===== src/rtl/cp0_pkg.sv =====
`default_nettype none
// cp0_pkg: CP0 register map, control-op and exception codes, vectors and FSM states.
// Rev 1.0
package cp0_pkg;

  localparam logic [4:0] CR_COUNT   = 5'd9;
  localparam logic [4:0] CR_COMPARE = 5'd11;
  localparam logic [4:0] CR_STATUS  = 5'd12;
  localparam logic [4:0] CR_CAUSE   = 5'd13;
  localparam logic [4:0] CR_EPC     = 5'd14;
  localparam logic [4:0] CR_PRID    = 5'd15;

  localparam logic [1:0] OP_NOP  = 2'd0;
  localparam logic [1:0] OP_WRCR = 2'd1;
  localparam logic [1:0] OP_EXRT = 2'd2;

  localparam int EXC_NOEXP  = 0;
  localparam int EXC_EXTINT = 1;
  localparam int EXC_TIMER  = 2;
  localparam int EXC_TRAP   = 3;
  localparam int EXC_CP2    = 4;

  localparam logic [31:0] INT_VECTOR = 32'h0000_0080;
  localparam logic [31:0] DF_VECTOR  = 32'h0000_0100;

  typedef enum logic [0:0] {
    ST_RUN      = 1'b0,
    ST_REDIRECT = 1'b1
  } state_t;

endpackage
`default_nettype wire


===== src/rtl/cp0_exc_ctrl_if.sv =====
`default_nettype none
// cp0_exc_ctrl_if: pipeline <-> CP0 bus; master is the pipeline, slave is the CP0 block.
// Rev 1.0
interface cp0_exc_ctrl_if #(
  parameter int IRQ_CH     = 6,
  parameter int NEST_DEPTH = 2,
  parameter int EXP_W      = 3
);
  localparam int LVL_W = $clog2(NEST_DEPTH + 1);

  logic [IRQ_CH-1:0] irq;
  logic              stall;
  logic              mem_en;
  logic [31:0]       mem_pc;
  logic [EXP_W-1:0]  mem_exp_code;
  logic [1:0]        mem_ctrl_op;
  logic [4:0]        mem_cr_addr;
  logic [31:0]       mem_cr_wdata;
  logic [4:0]        cr_rd_addr;
  logic [31:0]       cr_rd_data;
  logic              int_detect;
  logic [EXP_W-1:0]  int_code;
  logic              redirect;
  logic [31:0]       new_pc;
  logic [LVL_W-1:0]  exc_level;
  logic              double_fault;

  modport master (
    output irq, stall, mem_en, mem_pc, mem_exp_code, mem_ctrl_op,
           mem_cr_addr, mem_cr_wdata, cr_rd_addr,
    input  cr_rd_data, int_detect, int_code, redirect, new_pc,
           exc_level, double_fault
  );

  modport slave (
    input  irq, stall, mem_en, mem_pc, mem_exp_code, mem_ctrl_op,
           mem_cr_addr, mem_cr_wdata, cr_rd_addr,
    output cr_rd_data, int_detect, int_code, redirect, new_pc,
           exc_level, double_fault
  );
endinterface
`default_nettype wire


===== src/rtl/cp0_exc_ctrl_stack.sv =====
`default_nettype none
// cp0_exc_stack: LIFO of {epc, code, ie} saved on exception entry; level = entry count.
// Rev 1.0
module cp0_exc_stack #(
  parameter int DEPTH = 2,
  parameter int EXP_W = 3,
  parameter int LVL_W = 2
) (
  input  wire logic             clk,
  input  wire logic             reset,
  input  wire logic             push,
  input  wire logic             pop,
  input  wire logic [31:0]      push_epc,
  input  wire logic [EXP_W-1:0] push_code,
  input  wire logic             push_ie,
  input  wire logic             top_we,
  input  wire logic [31:0]      top_wdata,
  output logic      [31:0]      top_epc,
  output logic      [EXP_W-1:0] top_code,
  output logic                  top_ie,
  output logic                  full,
  output logic                  empty,
  output logic      [LVL_W-1:0] level
);
  logic [31:0]      r_epc  [DEPTH];
  logic [EXP_W-1:0] r_code [DEPTH];
  logic             r_ie   [DEPTH];
  logic [LVL_W-1:0] r_level;
  logic [LVL_W-1:0] w_top;

  assign w_top    = r_level - 1'b1;
  assign full     = (r_level == LVL_W'(DEPTH));
  assign empty    = (r_level == '0);
  assign level    = r_level;
  assign top_epc  = empty ? '0 : r_epc[w_top];
  assign top_code = empty ? '0 : r_code[w_top];
  assign top_ie   = empty ? 1'b0 : r_ie[w_top];

  always_ff @(posedge clk or posedge reset) begin
    if (reset) begin
      r_level <= '0;
      for (int i = 0; i < DEPTH; i++) begin
        r_epc[i]  <= '0;
        r_code[i] <= '0;
        r_ie[i]   <= 1'b0;
      end
    end else begin
      if (push && !full)
        r_level <= r_level + 1'b1;
      else if (pop && !empty)
        r_level <= r_level - 1'b1;
      for (int i = 0; i < DEPTH; i++) begin
        if (push && !full && r_level == LVL_W'(i)) begin
          r_epc[i]  <= push_epc;
          r_code[i] <= push_code;
          r_ie[i]   <= push_ie;
        end else if (top_we && !empty && r_level == LVL_W'(i + 1)) begin
          r_epc[i] <= top_wdata;
        end
      end
    end
  end
endmodule
`default_nettype wire


===== src/rtl/cp0_exc_ctrl.sv =====
`default_nettype none
// cp0_exc_ctrl: CP0 registers, interrupt detect and nested exception commit beside MEM.
// Rev 1.0. Build option CP0_TIMER_EN implements COUNT/COMPARE and the timer interrupt.
module cp0_exc_ctrl
  import cp0_pkg::*;
#(
  parameter int          IRQ_CH     = 6,
  parameter int          NEST_DEPTH = 2,
  parameter int          EXP_W      = 3,
  parameter logic [31:0] PRID_VAL   = 32'h0001_0000
) (
  input wire logic         clk,
  input wire logic         reset,
  cp0_exc_ctrl_if.slave    bus
);
  localparam int LVL_W = $clog2(NEST_DEPTH + 1);

  state_t            r_state;
  logic              r_ie;
  logic [IRQ_CH-1:0] r_mask;
  logic [IRQ_CH-1:0] r_ip;
  logic [EXP_W-1:0]  r_code;
  logic              r_redirect;
  logic [31:0]       r_new_pc;
  logic              r_df;

  logic              w_commit, w_entry, w_ret, w_wrcr, w_det;
  logic              w_full, w_empty, w_top_ie;
  logic [31:0]       w_top_epc, w_push_epc, w_rd, w_status, w_cause;
  logic [EXP_W-1:0]  w_top_code;
  logic [LVL_W-1:0]  w_level;
  logic [31:0]       w_count, w_compare;
  logic              w_tp;

  assign w_commit   = (r_state == ST_RUN) && bus.mem_en && !bus.stall;
  assign w_entry    = w_commit && (bus.mem_exp_code != EXP_W'(EXC_NOEXP));
  assign w_ret      = w_commit && !w_entry && (bus.mem_ctrl_op == OP_EXRT) && !w_empty;
  assign w_wrcr     = w_commit && !w_entry && (bus.mem_ctrl_op == OP_WRCR);
  // TRAP resumes after the trapping instruction; faults and interrupts re-execute it.
  assign w_push_epc = (bus.mem_exp_code == EXP_W'(EXC_TRAP)) ? bus.mem_pc + 32'd4 : bus.mem_pc;

  cp0_exc_stack #(.DEPTH(NEST_DEPTH), .EXP_W(EXP_W), .LVL_W(LVL_W)) u_stack (
    .clk       (clk),
    .reset     (reset),
    .push      (w_entry),
    .pop       (w_ret),
    .push_epc  (w_push_epc),
    .push_code (r_code),
    .push_ie   (r_ie),
    .top_we    (w_wrcr && bus.mem_cr_addr == CR_EPC),
    .top_wdata (bus.mem_cr_wdata),
    .top_epc   (w_top_epc),
    .top_code  (w_top_code),
    .top_ie    (w_top_ie),
    .full      (w_full),
    .empty     (w_empty),
    .level     (w_level)
  );

`ifdef CP0_TIMER_EN
  logic [31:0] r_count, r_compare;
  logic        r_tp;
  always_ff @(posedge clk or posedge reset) begin
    if (reset) begin
      r_count   <= '0;
      r_compare <= '0;
      r_tp      <= 1'b0;
    end else begin
      r_count <= (w_wrcr && bus.mem_cr_addr == CR_COUNT) ? bus.mem_cr_wdata : r_count + 32'd1;
      if (w_wrcr && bus.mem_cr_addr == CR_COMPARE) begin
        r_compare <= bus.mem_cr_wdata;
        r_tp      <= 1'b0;
      end else if (r_count == r_compare && r_compare != '0) begin
        r_tp <= 1'b1;
      end
    end
  end
  assign w_count   = r_count;
  assign w_compare = r_compare;
  assign w_tp      = r_tp;
`else
  assign w_count   = '0;
  assign w_compare = '0;
  assign w_tp      = 1'b0;
`endif

  always_ff @(posedge clk or posedge reset) begin
    if (reset) begin
      r_state    <= ST_RUN;
      r_ie       <= 1'b0;
      r_mask     <= '0;
      r_ip       <= '0;
      r_code     <= '0;
      r_redirect <= 1'b0;
      r_new_pc   <= '0;
      r_df       <= 1'b0;
    end else begin
      r_ip <= bus.irq;
      case (r_state)
        ST_RUN: begin
          if (w_entry) begin
            r_code     <= bus.mem_exp_code;
            r_ie       <= 1'b0;
            r_df       <= r_df | w_full;
            r_new_pc   <= w_full ? DF_VECTOR : INT_VECTOR;
            r_redirect <= 1'b1;
            r_state    <= ST_REDIRECT;
          end else if (w_ret) begin
            r_ie       <= w_top_ie;
            r_code     <= w_top_code;
            r_new_pc   <= w_top_epc;
            r_redirect <= 1'b1;
            r_state    <= ST_REDIRECT;
          end else if (w_wrcr) begin
            if (bus.mem_cr_addr == CR_STATUS) begin
              r_ie   <= bus.mem_cr_wdata[0];
              r_mask <= bus.mem_cr_wdata[8 +: IRQ_CH];
            end else if (bus.mem_cr_addr == CR_CAUSE) begin
              r_code <= bus.mem_cr_wdata[EXP_W-1:0];
            end
            r_new_pc   <= bus.mem_pc + 32'd4;
            r_redirect <= 1'b1;
            r_state    <= ST_REDIRECT;
          end
        end
        ST_REDIRECT: begin
          r_redirect <= 1'b0;
          r_state    <= ST_RUN;
        end
        default: begin
          r_redirect <= 1'b0;
          r_state    <= ST_RUN;
        end
      endcase
    end
  end

  always_comb begin
    w_status                = '0;
    w_status[0]             = r_ie;
    w_status[8 +: IRQ_CH]   = r_mask;
    w_cause                 = '0;
    w_cause[EXP_W-1:0]      = r_code;
    w_cause[8 +: IRQ_CH]    = r_ip;
    w_cause[30]             = w_tp;
    case (bus.cr_rd_addr)
      CR_COUNT:   w_rd = w_count;
      CR_COMPARE: w_rd = w_compare;
      CR_STATUS:  w_rd = w_status;
      CR_CAUSE:   w_rd = w_cause;
      CR_EPC:     w_rd = w_empty ? '0 : w_top_epc;
      CR_PRID:    w_rd = PRID_VAL;
      default:    w_rd = '0;
    endcase
  end

  assign w_det             = r_ie && ((|(r_ip & ~r_mask)) || w_tp);
  assign bus.int_detect    = w_det;
  assign bus.int_code      = !w_det ? '0 : (w_tp ? EXP_W'(EXC_TIMER) : EXP_W'(EXC_EXTINT));
  assign bus.cr_rd_data    = w_rd;
  assign bus.redirect      = r_redirect;
  assign bus.new_pc        = r_new_pc;
  assign bus.exc_level     = w_level;
  assign bus.double_fault  = r_df;
endmodule
`default_nettype wire


===== src/flat_wrapper.sv =====
// flat-port wrapper written by rule: the top's interface ports become plain ports
module cp0_exc_ctrl_flat import cp0_pkg::*;
#(
  parameter int          IRQ_CH     = 6,
  parameter int          NEST_DEPTH = 2,
  parameter int          EXP_W      = 3,
  parameter logic [31:0] PRID_VAL   = 32'h0001_0000
)
  (clk, reset, bus_irq, bus_stall, bus_mem_en, bus_mem_pc, bus_mem_exp_code, bus_mem_ctrl_op, bus_mem_cr_addr, bus_mem_cr_wdata, bus_cr_rd_addr, bus_cr_rd_data, bus_int_detect, bus_int_code, bus_redirect, bus_new_pc, bus_exc_level, bus_double_fault);
  cp0_exc_ctrl_if #(.IRQ_CH(IRQ_CH), .NEST_DEPTH(NEST_DEPTH), .EXP_W(EXP_W)) bus_i ();
  input wire logic clk;
  input wire logic reset;
  input wire logic [$bits(bus_i.irq)-1:0] bus_irq;
  input wire logic [$bits(bus_i.stall)-1:0] bus_stall;
  input wire logic [$bits(bus_i.mem_en)-1:0] bus_mem_en;
  input wire logic [$bits(bus_i.mem_pc)-1:0] bus_mem_pc;
  input wire logic [$bits(bus_i.mem_exp_code)-1:0] bus_mem_exp_code;
  input wire logic [$bits(bus_i.mem_ctrl_op)-1:0] bus_mem_ctrl_op;
  input wire logic [$bits(bus_i.mem_cr_addr)-1:0] bus_mem_cr_addr;
  input wire logic [$bits(bus_i.mem_cr_wdata)-1:0] bus_mem_cr_wdata;
  input wire logic [$bits(bus_i.cr_rd_addr)-1:0] bus_cr_rd_addr;
  output wire logic [$bits(bus_i.cr_rd_data)-1:0] bus_cr_rd_data;
  output wire logic [$bits(bus_i.int_detect)-1:0] bus_int_detect;
  output wire logic [$bits(bus_i.int_code)-1:0] bus_int_code;
  output wire logic [$bits(bus_i.redirect)-1:0] bus_redirect;
  output wire logic [$bits(bus_i.new_pc)-1:0] bus_new_pc;
  output wire logic [$bits(bus_i.exc_level)-1:0] bus_exc_level;
  output wire logic [$bits(bus_i.double_fault)-1:0] bus_double_fault;
  assign bus_i.irq = bus_irq;
  assign bus_i.stall = bus_stall;
  assign bus_i.mem_en = bus_mem_en;
  assign bus_i.mem_pc = bus_mem_pc;
  assign bus_i.mem_exp_code = bus_mem_exp_code;
  assign bus_i.mem_ctrl_op = bus_mem_ctrl_op;
  assign bus_i.mem_cr_addr = bus_mem_cr_addr;
  assign bus_i.mem_cr_wdata = bus_mem_cr_wdata;
  assign bus_i.cr_rd_addr = bus_cr_rd_addr;
  assign bus_cr_rd_data = bus_i.cr_rd_data;
  assign bus_int_detect = bus_i.int_detect;
  assign bus_int_code = bus_i.int_code;
  assign bus_redirect = bus_i.redirect;
  assign bus_new_pc = bus_i.new_pc;
  assign bus_exc_level = bus_i.exc_level;
  assign bus_double_fault = bus_i.double_fault;
  cp0_exc_ctrl #(.IRQ_CH(IRQ_CH), .NEST_DEPTH(NEST_DEPTH), .EXP_W(EXP_W), .PRID_VAL(PRID_VAL)) u_core (.clk(clk), .reset(reset), .bus(bus_i));
endmodule

===== config.mk =====
export PLATFORM = sky130hd
export DESIGN_NAME = cp0_exc_ctrl_flat
export DESIGN_NICKNAME = d
export VERILOG_FILES = /design/src/rtl/cp0_pkg.sv /design/src/rtl/cp0_exc_ctrl_if.sv /design/src/rtl/cp0_exc_ctrl_stack.sv /design/src/rtl/cp0_exc_ctrl.sv /design/src/flat_wrapper.sv
export SDC_FILE = /design/constraint.sdc
export NUM_CORES = 1
export LEC_CHECK = 0
export CAP_MARGIN = 20
export CORE_ASPECT_RATIO = 0.6
export CORE_MARGIN = 3
export CORE_UTILIZATION = 40
export CTS_CLUSTER_SIZE = 24
export DETAILED_ROUTE_END_ITERATION = 12
export MAX_ROUTING_LAYER = met4
export PLACE_DENSITY_LB_ADDON = 0.12
export SYNTH_ARGS = -nofsm -noshare
export SYNTH_HDL_FRONTEND = slang
export SYNTH_SLANG_ARGS = --single-unit
export TNS_END_PERCENT = 100

===== constraint.sdc =====
create_clock -name clk -period 5.3 [get_ports clk]
set_input_delay 1.59 -clock clk [delete_from_list [all_inputs] [get_ports clk]]
set_output_delay 1.59 -clock clk [all_outputs]
set_load 0.05 [all_outputs]

Word-level counts from Yosys, hierarchy flattened
Index checks and enable logic that the tools add are counted.
W data, S select, Z words.
{"block": "word_totals", "wordCells": 117, "ff_bits": 125, "in_bits": 89}
{"block": "classes", "muxes": 43, "n_bitwise": 7, "n_lt_le_gt_ge": 1, "addsub": 3, "n_reduce_logical": 34, "eq_ne": 14}
{"operator": "$mux W32", "count": 13}
{"operator": "$pmux W32 S4", "count": 1}
{"operator": "$eq A5 B4 Y1 const B", "count": 7}
{"operator": "$add A32 B3 Y32 const B", "count": 1}
{"operator": "$mux W3", "count": 9}
{"operator": "$logic_and A1 B1 Y1", "count": 16}
{"operator": "$mux W1", "count": 15}
{"operator": "$reduce_bool A3 Y1", "count": 4}
{"operator": "$mux W9", "count": 1}
{"operator": "$and A6 B6 Y6", "count": 1}
{"operator": "$not A6 Y6", "count": 1}
{"operator": "$reduce_bool A2 Y1", "count": 3}
{"operator": "$reduce_or A6 Y1", "count": 1}
{"operator": "$reduce_and A5 Y1", "count": 1}
{"operator": "$eq A2 B1 Y1 const B", "count": 2}
{"operator": "$eq A2 B2 Y1 const B", "count": 2}
{"operator": "$logic_not A1 Y1", "count": 4}
{"operator": "$mux W2", "count": 2}
{"operator": "$ne A4 B3 Y1 const B", "count": 1}
{"operator": "$pmux W1 S2", "count": 2}
{"operator": "$reduce_and A2 Y1", "count": 2}
{"operator": "$reduce_and A4 Y1", "count": 1}
{"operator": "$eq A3 B2 Y1 const B", "count": 1}
{"operator": "$ge A3 B2 Y1 const B", "count": 1}
{"operator": "other kinds (8)", "count": 10}

Logic depth before layout (Yosys ltp)
Gate-level depths: netlist (run 1).
{"block": "depth", "ltp_word": 12, "depth_mapped": 11, "depth_no_buf": 8}

Hierarchy
From an unflattened synthesis (run 1), not the netlist that was laid out.
{"block": "hier_totals", "cells_unflattened": 858, "hier_area_um2": 8318.0}
{"mod": "cp0_exc_stack", "seq_area_each_um2": 1851.8, "area_per_inst_um2": 4528.1, "cells_each": 404, "n_inst": 1}
{"mod": "cp0_exc_ctrl", "seq_area_each_um2": 1276.2, "area_per_inst_um2": 3789.9, "cells_each": 454, "n_inst": 1}

Worst setup path before layout (run 1)
OpenSTA, ideal clock, no wires.
{"block": "synth_path", "path_kind": "register to output", "from": "register u_core.u_stack.r_level[0] (netlist: u_core.u_stack.level[0])", "to": "output port bus_cr_rd_data[14]", "t_arrival_ns": 3.498, "slack_ns": 0.212, "n_path_buf": 5, "stages_incl_launch_ff": 9, "cell_sequence": "dfrtp_1 > buf_2 > buf_1 > inv_1 > ha_1 > clkbuf_1 > clkbuf_1 > clkbuf_1 > nor3_1"}
{"block": "synth_via", "elab_chain_cells": 8}
{"item": "start, declared", "line": "cp0_exc_ctrl_stack.sv:28", "rtl": "logic [LVL_W-1:0] r_level;"}
{"item": "start signal, assigned", "line": "cp0_exc_ctrl_stack.sv:49", "rtl": "r_level <= r_level + 1'b1;"}
{"item": "start signal, assigned", "line": "cp0_exc_ctrl_stack.sv:51", "rtl": "r_level <= r_level - 1'b1;"}
{"item": "$sub A2 B1 Y2", "line": "cp0_exc_ctrl_stack.sv:31", "rtl": "assign w_top = r_level - 1'b1;"}
{"item": "$not A2 Y3 (not written as such)", "line": "cp0_exc_ctrl_stack.sv:35", "rtl": "assign top_epc = empty ? '0 : r_epc[w_top];"}
{"item": "$mux W32 (not written as such) (3 in a row)", "line": "cp0_exc_ctrl_stack.sv:35"}
{"item": "$mux W32", "line": "cp0_exc_ctrl_stack.sv:35"}
{"item": "$mux W32 *", "line": "cp0_exc_ctrl.sv:151", "rtl": "CR_EPC: w_rd = w_empty ? '0 : w_top_epc;"}
{"item": "$pmux W32 S4 *", "line": "cp0_exc_ctrl.sv:146", "rtl": "case (bus.cr_rd_addr)"}
{"item": "end, declared", "line": "flat_wrapper.sv:22", "rtl": "output wire logic [$bits(bus_i.cr_rd_data)-1:0] bus_cr_rd_data;"}
Every way passes the cells marked *; elsewhere a longest branch is shown, timed or not. The select of a mux whose other input is x is not followed.

Worst setup path after layout (run 1)
{"block": "layout_path", "from": "input port bus_cr_rd_addr[2]", "to": "output port bus_cr_rd_data[5]"}
{"block": "layout_via", "elab_chain_cells": 2}
{"item": "start, declared", "line": "flat_wrapper.sv:21", "rtl": "input wire logic [$bits(bus_i.cr_rd_addr)-1:0] bus_cr_rd_addr;"}
{"item": "$eq A5 B4 Y1", "line": "cp0_exc_ctrl.sv:146"}
{"item": "$pmux W32 S4 *", "line": "cp0_exc_ctrl.sv:146"}
Every way passes the cells marked *; elsewhere a longest branch is shown, timed or not.

==> results of run 1 <==
## worst min path at each step
stage	cells past startpoint	slack, ns	endpoint	start
after global routing	2	0.51	u_core.bus.new_pc[2]	u_core.bus.new_pc[2]
after detailed placement	2	0.47	u_core.u_stack.r_code[0]	u_core.u_stack.r_code[0]
after global placement	2	0.46	u_core.u_stack.r_code[4]	u_core.u_stack.r_code[4]
after CTS	2	0.48	u_core.u_stack.r_ie[0]	u_core.u_stack.r_ie[0]
final	2	0.48	u_core.u_stack.r_ie[0]	u_core.u_stack.r_ie[0]
after floorplan	2	0.45	u_core.u_stack.r_code[0]	u_core.u_stack.r_code[0]
## power breakdown
group / switching, uW / internal (uW) / total [uW]
Sequential: 162 / 1250 / 1420
Combinational: 839 / 575 / 1410
Clock: 473 / 817 / 1290
## sequential cells by signal, indices dropped and copies added, names as in the netlist
signal,cells
u_core.u_stack.r_ie,2
u_core.bus.redirect,1
u_core.bus.new_pc,32
u_core.r_ie,1
u_core.u_stack.level,2
u_core.r_code,3
u_core.u_stack.r_code,6
u_core.bus.double_fault,1
u_core.r_mask,6
u_core.u_stack.r_epc,64
u_core.r_ip,6
u_core.r_state,1
## cell families (layout without fill, tap and decap cells)
| group | Yosys count | after routing | share of synthesized area (%) |
|---|---|---|---|
| simple gates | 287 | 287 | 19.6 |
| compound gates | 195 | 195 | 16.4 |
| flops | 125 | 125 | 42.0 |
| buf+inv | 73 | 222 | 4.73 |
| mux | 72 | 72 | 9.79 |
| xor+xnor | 58 | 58 | 6.82 |
| fa+ha+maj | 4 | 4 | 0.672 |
| other cells | 1 | 2 | 0.0503 |
## cells in the mapped netlist (all sizes together), types with 2 or more instances
library cell	number
dfrtp	125
nand2	90
nor2	68
mux2i	65
o21ai	61
a21oi	47
buf	37
nor3	34
a211oi	33
nor2b	32
xor2	31
a22oi	29
xnor2	27
clkbuf	22
nand3	20
inv	14
nand4	11
a221oi	7
mux2	7
and4	6
or2	6
and3	5
a221o	4
ha	4
o22ai	4
nor4	3
o31ai	3
and2	2
nand2b	2
nand3b	2
nor3b	2
o311ai	2
## metal layers
metal / part of all wire (%) / up-vias / GRT usage [%]
met5: 0 / - / -
met4: 0.71 / 0 / 4.11
met3: 7.4 / 18 / 4.96
met2: 40 / 324 / 32.1
met1: 52 / 3256 / 40.2
li1: - / 3182 / -
## critical path: stages
cell and delay (ns):
sky130_fd_sc_hd__clkdlybuf4s50_1 0.46, sky130_fd_sc_hd__nand2_1 0.07, sky130_fd_sc_hd__nor2_1 0.09, sky130_fd_sc_hd__nand2_1 0.11
sky130_fd_sc_hd__or2_0 0.21, sky130_fd_sc_hd__buf_4 0.22, sky130_fd_sc_hd__nor3_1 0.24, sky130_fd_sc_hd__buf_4 0.24
## per-stage QoR
| stage | power (uW) | setup slack [ns] |
|---|---|---|
| after detailed placement | 2820 | 0.432 |
| after CTS | 4120 | 0.423 |
| after global placement | 2820 | 0.515 |
| after floorplan | 2350 | 0.212 |
| final | 4120 | 0.448 |
| after global routing | 4350 | 0.279 |
## cell usage in the layout (no fill, tap or decap), types with 3 or more instances in the layout
cell type                         synthesis  final
sky130_fd_sc_hd__nand3_1                 18     18
sky130_fd_sc_hd__or2_2                    4      4
sky130_fd_sc_hd__clkinvlp_4               0      4
sky130_fd_sc_hd__mux2_2                   7      7
sky130_fd_sc_hd__a221o_1                  4      4
sky130_fd_sc_hd__buf_4                    5     36
sky130_fd_sc_hd__clkbuf_16                0     17
sky130_fd_sc_hd__buf_12                   0     14
sky130_fd_sc_hd__nor2b_1                 32     32
sky130_fd_sc_hd__bufinv_16                0      4
sky130_fd_sc_hd__xnor2_1                 27     27
sky130_fd_sc_hd__inv_1                   14     13
sky130_fd_sc_hd__a221oi_1                 7      7
sky130_fd_sc_hd__nor3_1                  30     30
sky130_fd_sc_hd__mux2i_1                 65     65
sky130_fd_sc_hd__o21ai_1                 20     20
sky130_fd_sc_hd__clkdlybuf4s50_1          0    126
sky130_fd_sc_hd__and3_1                   5      5
sky130_fd_sc_hd__o22ai_1                  4      4
sky130_fd_sc_hd__dfrtp_1                125    124
sky130_fd_sc_hd__a211oi_1                33     33
sky130_fd_sc_hd__o31ai_1                  3      3
sky130_fd_sc_hd__a21oi_1                 47     47
sky130_fd_sc_hd__nor2_1                  67     67
sky130_fd_sc_hd__a22oi_1                 29     29
sky130_fd_sc_hd__nand4_1                 10     10
sky130_fd_sc_hd__xor2_1                  31     31
sky130_fd_sc_hd__and4_1                   6      4
sky130_fd_sc_hd__nor3_4                   2      3
sky130_fd_sc_hd__nand2_1                 89     89
sky130_fd_sc_hd__ha_1                     4      3
sky130_fd_sc_hd__o21ai_0                 41     41
## layout make-up
type / count / area (um^2) / area share (%)
Timing Repair Buffer: 176 / 1810 / 18.3
Multi-Input combinational cell: 618 / 3990 / 40.2
Clock inverter: 12 / 185 / 1.87
Inverter: 14 / 55.1 / 0.555
Sequential cell: 125 / 3130 / 31.5
Clock buffer: 20 / 457 / 4.60
Tap cell: 234 / 293 / 2.95
==> flow_metrics.py, run 1 <==
metrics = {
    "worst_setup_path": {
        "critical_path.endpoint": "bus_cr_rd_data[5]",
        "crit_arrival_ns": 3.26,
        "worst_ep_required_time_ns": 3.71,
        "critical_path.startpoint": "bus_cr_rd_addr[2]",
        "path_class": "in -> out",
        "crit-reg2reg-capture": "u_core.bus.new_pc[14]",
        "crit_path_max_fanout": 22,
        "setup_slack_of_the_most_critical_reg_to_reg_path_ns": 2.37,
        "worst_setup_path_end_kind": "output pin",
        "reg2reg_from": "u_core.u_stack.level[1]",
        "worst-r2r-cell-count": 8,
        "worstSetupStartpointType": "input pin",
    },
    "floorplan": {
        "core_region_area_um2": 17700,
        "rows": 37,
        "num_io_pins": 161,
        "die_width_um": 182,
        "fp.dieH_um": 112,
        "die-area_um2": 20400,
        "initial_util_pct": 42.1,
    },
    "status": {
        "result_of_the_run": "finished, final reports clean",
    },
    "clocking": {
        "cts_setup_buffers": 0,
        "clock_path_buffers": 2,
        "clock_latency_ns": 0.42,
        "clock_tree.htree_level_count": 4,
        "cts_resized": 0,
        "root_buf_cell": "sky130_fd_sc_hd__clkbuf_16",
        "tritoncts_clock_tree": "yes",
        "cts_inserted_buffers": 17,
        "clk_transition_reported_paths_ns": 0.06,
        "ctsHoldBuffers": 0,
        "cts.sinks": 125,
    },
    "global_routing": {
        "grt_max_degree": 71,
        "grt_first_pass_wirelength_um": 38600,
        "grt.overflow.total": 0,
        "antenna_found_initial": 0,
        "grt_usage_pct": 25.0,
        "first_global_vias": 6520,
    },
    "timing": {
        "grt_setup_unrepaired": "false",
        "final-max-slew-violation-count": 0,
        "finalClockSkew_ns": 0.0115,
        "timing.final.crit_share_pct": 91.6,
        "clock.fmax_ghz": 0.206,
        "timing.slew.headroom_pct": 44.3,
        "min_period_ns": 4.85,
        "worst_pin_slew_ns": 0.836,
        "fin_worst_hold_slack_ns": 0.477,
        "fin_tns_setup_ns": 0,
        "timing.final.setup_violations": 0,
        "finalHoldViolCount": 0,
    },
    "power": {
        "max_ir_drop_vdd_mv": 0.274,
        "total_leakage_power_uw": 0.00403,
        "cellPowerDensity_nw_per_um2": 415,
    },
    "synthesis": {
        "ys_async_sr_fraction_pct": 100,
        "syn-cell-area_um2": 7450,
        "synth_cell_type_count": 57,
        "yosysSeqAreaShare_pct": 42.0,
        "yosys_register_bits": 125,
        "number_of_standard_cells_after_synthesis": 815,
        "synth_warnings": 0,
        "synth_area_leaders": "sky130_fd_sc_hd__dfrtp_1 42%, sky130_fd_sc_hd__mux2i_1 8.7%, sky130_fd_sc_hd__nand2_1 4.5%",
        "top_flip_flop_cell_by_instance_count_after_synthesis": "sky130_fd_sc_hd__dfrtp_1",
        "avgSynthCellArea_um2": 9.15,
        "synth_edf_count": 0,
        "netlist.top_cell.by_area": "sky130_fd_sc_hd__dfrtp_1",
        "yosys.area.top_type_share_pct": 42.0,
    },
    "drt": {
        "post_route_drc": 0,
        "first_iter_violations": 601,
        "wirelength_um": 24800,
        "drt_pass_1_iters": 5,
        "vias": 6780,
        "route.detailed.wl_per_inst_um": 20.7,
        "route.detailed.vias_per_inst": 5.65,
        "route.antenna.remaining_nets": 0,
    },
    "cells_and_area": {
        "nets": 1045,
        "layout-drive-gt1-share_pct": 11.7,
        "instances_no_fill": 1199,
        "fillers": 1562,
        "finish.utilization_pct": 56.1,
        "postLayoutCellArea_um2": 9920,
        "syn2layout_area_growth_pct": 33.1,
        "antenna_cells": 0,
    },
    "placement": {
        "place.gp.congestion": 0.848,
        "placement.cell_area_um2": 9280,
        "place_hpwl_um": 17400,
        "io_buffer_count": 158,
        "placed_cells": 1167,
    },
    "hold_path": {
        "path_class_of_the_lowest_slack_min_delay_path": "reg -> reg",
    },
    "job": {
        "cap_violations": 0,
    },
}
Power figures use the tool's default switching activity.
==> run 2, diff against run 1 <==
--- a/config.mk
+++ b/config.mk
@@ -12,7 +12,8 @@
 export CTS_CLUSTER_SIZE = 24
 export DETAILED_ROUTE_END_ITERATION = 12
 export MAX_ROUTING_LAYER = met4
-export PLACE_DENSITY_LB_ADDON = 0.12
+export PLACE_DENSITY = 0.65
+export SKIP_CTS_REPAIR_TIMING = 1
 export SYNTH_ARGS = -nofsm -noshare
 export SYNTH_HDL_FRONTEND = slang
 export SYNTH_SLANG_ARGS = --single-unit
==> run 2 against run 1 <==
Against the previous run: hold slack gained 0.0031 ns; via count about the same; sequential share of layout area increased by 0.26 points; cell count hardly changed; sequential power barely moved; total power fell by 3.7%; die area is the same; largest power group unchanged; critical path type unchanged; worst setup slack got worse by 0.0080 ns; non-clock buffer count rose by 2; flip-flop and latch count is the same.
==> flow_metrics.py, run 2 (synthesis gave the netlist of run 1 again) <==
metrics = {
    "power": {
        "total_leakage_power_uw": 0.00401,
        "max_ir_drop_vdd_mv": 0.241,
        "cellPowerDensity_nw_per_um2": 403,
    },
    "floorplan": {
        "die-area_um2": 20400,
        "die_width_um": 182,
        "initial_util_pct": 42.1,
        "rows": 37,
        "num_io_pins": 161,
        "core_region_area_um2": 17700,
        "fp.dieH_um": 112,
    },
    "global_routing": {
        "grt_max_degree": 80,
        "first_global_vias": 6529,
        "grt_first_pass_wirelength_um": 38500,
        "grt.overflow.total": 0,
        "antenna_found_initial": 0,
        "grt_usage_pct": 25.1,
    },
    "worst_setup_path": {
        "path_class": "in -> out",
        "worstSetupStartpointType": "input pin",
        "setup_slack_of_the_most_critical_reg_to_reg_path_ns": 2.69,
        "reg2reg_from": "u_core.r_state",
        "crit-reg2reg-capture": "u_core.u_stack.r_epc[63]",
        "worst_setup_path_end_kind": "output pin",
        "worst_ep_required_time_ns": 3.71,
        "worst-r2r-cell-count": 7,
        "crit_arrival_ns": 3.27,
        "crit_path_max_fanout": 22,
    },
    "clocking": {
        "cts_inserted_buffers": 17,
        "root_buf_cell": "sky130_fd_sc_hd__clkbuf_16",
        "clk_transition_reported_paths_ns": 0.05,
        "cts.sinks": 125,
        "clock_tree.htree_level_count": 4,
        "tritoncts_clock_tree": "yes",
        "clock_latency_ns": 0.42,
        "clock_path_buffers": 2,
    },
    "timing": {
        "worst_pin_slew_ns": 0.802,
        "final-max-slew-violation-count": 0,
        "timing.slew.headroom_pct": 46.6,
        "timing.final.crit_share_pct": 91.7,
        "fin_tns_setup_ns": 0,
        "clock.fmax_ghz": 0.206,
        "finalClockSkew_ns": 0.0129,
        "finalHoldViolCount": 0,
        "timing.final.setup_violations": 0,
        "grt_setup_unrepaired": "false",
        "min_period_ns": 4.86,
    },
    "drt": {
        "post_route_drc": 0,
        "wirelength_um": 24800,
        "drt_pass_1_iters": 5,
        "route.detailed.wl_per_inst_um": 20.7,
        "route.antenna.remaining_nets": 0,
        "route.detailed.vias_per_inst": 5.65,
        "first_iter_violations": 715,
        "vias": 6779,
    },
    "cells_and_area": {
        "nets": 1047,
        "antenna_cells": 0,
        "largest_register_ff_count": 64,
        "syn2layout_area_growth_pct": 32.0,
        "max_flop_register": "u_core.u_stack.r_epc",
        "layout.cells.most_common": "sky130_fd_sc_hd__clkdlybuf4s50_1",
        "postLayoutCellArea_um2": 9840,
        "most-common-layout-cells": "126 x sky130_fd_sc_hd__clkdlybuf4s50_1, 124 x sky130_fd_sc_hd__dfrtp_1, 89 x sky130_fd_sc_hd__nand2_1, 67 x sky130_fd_sc_hd__nor2_1, 65 x sky130_fd_sc_hd__mux2i_1",
        "layout-drive-gt1-share_pct": 11.7,
    },
    "placement": {
        "place.gp.congestion": 0.855,
        "io_buffer_count": 158,
        "place_hpwl_um": 17800,
        "placement.cell_area_um2": 9280,
    },
    "hold_path": {
        "hold_path_end": "u_core.u_stack.r_ie[1]",
        "whs_path_depth": 2,
        "path_class_of_the_lowest_slack_min_delay_path": "reg -> reg",
        "hp-start": "u_core.u_stack.r_ie[1]",
    },
    "status": {
        "result_of_the_run": "finished, final reports clean",
    },
    "job": {
        "cap_violations": 0,
    },
}
-- run 2: cell count changes in the layout (fill, tap and decap cells not counted) --
cell,previous run,this run
sky130_fd_sc_hd__clkbuf_8,2,0
sky130_fd_sc_hd__buf_12,14,13
sky130_fd_sc_hd__buf_4,36,39
sky130_fd_sc_hd__inv_6,2,0
sky130_fd_sc_hd__bufinv_16,4,2
sky130_fd_sc_hd__clkinvlp_4,4,1
sky130_fd_sc_hd__clkbuf_1,1,2
sky130_fd_sc_hd__clkinv_2,0,6
sky130_fd_sc_hd__clkinv_4,2,3
-- run 2: critical path: stages --
cell and delay, ns:
sky130_fd_sc_hd__clkdlybuf4s50_1 0.46, sky130_fd_sc_hd__nand2_1 0.08, sky130_fd_sc_hd__nor2_1 0.09, sky130_fd_sc_hd__nand2_1 0.11, sky130_fd_sc_hd__or2_0 0.22, sky130_fd_sc_hd__buf_4 0.23, sky130_fd_sc_hd__nor3_1 0.23, sky130_fd_sc_hd__buf_4 0.24
-- run 2: metal layers --
metal | vias to the layer above | global-route usage (%) | share of wire (%)
li1 | 3176 | - | -
met3 | 18 | 5.35 | 9.1
met4 | 0 | 4.36 | 0.75
met2 | 315 | 32.6 | 39
met1 | 3270 | 39.6 | 51
met5 | - | - | 0
-- run 2: worst max path at each step --
stage / start / slack, ns / to / cells past startpoint
2_1_floorplan: u_core.u_stack.level[0] / 0.21 / bus_cr_rd_data[14] / 8
3_3_place_gp: bus_cr_rd_addr[3] / 0.51 / bus_cr_rd_data[7] / 8
3_5_place_dp: bus_cr_rd_addr[3] / 0.46 / bus_cr_rd_data[19] / 8
4_1_cts: bus_cr_rd_addr[3] / 0.45 / bus_cr_rd_data[19] / 8
5_1_grt: bus_cr_rd_addr[3] / 0.28 / bus_cr_rd_data[29] / 8
6_report: bus_cr_rd_addr[3] / 0.44 / bus_cr_rd_data[19] / 8
-- run 2: stage by stage --
stage / setup WS (ns) / hold WS [ns] / total power (uW) / cells / utilization (%)
2_1_floorplan: 0.212 / 0.445 / 2350 / 816 / -
3_3_place_gp: 0.506 / 0.459 / 2820 / 1169 / 52.5
3_5_place_dp: 0.461 / 0.463 / 2830 / 1169 / 52.5
4_1_cts: 0.452 / 0.476 / 3970 / 1200 / 55.6
5_1_grt: 0.285 / 0.503 / 4200 / 1200 / 55.6
6_report: 0.440 / 0.481 / 3970 / 1200 / 55.6
-- run 2: power breakdown --
group	switching, uW	internal (uW)
logic	846	578
clock network	442	686
registers	162	1250
-- run 2: area by class of cell --
cell class / instances / area, um^2
multi-input cells: 618 / 3990
well taps: 234 / 293
clock inverters: 12 / 124
fillers: 1625 / 7850
flip-flops and latches: 125 / 3130
repair buffers: 178 / 1810
clock buffers: 19 / 433
inverters: 14 / 55.1
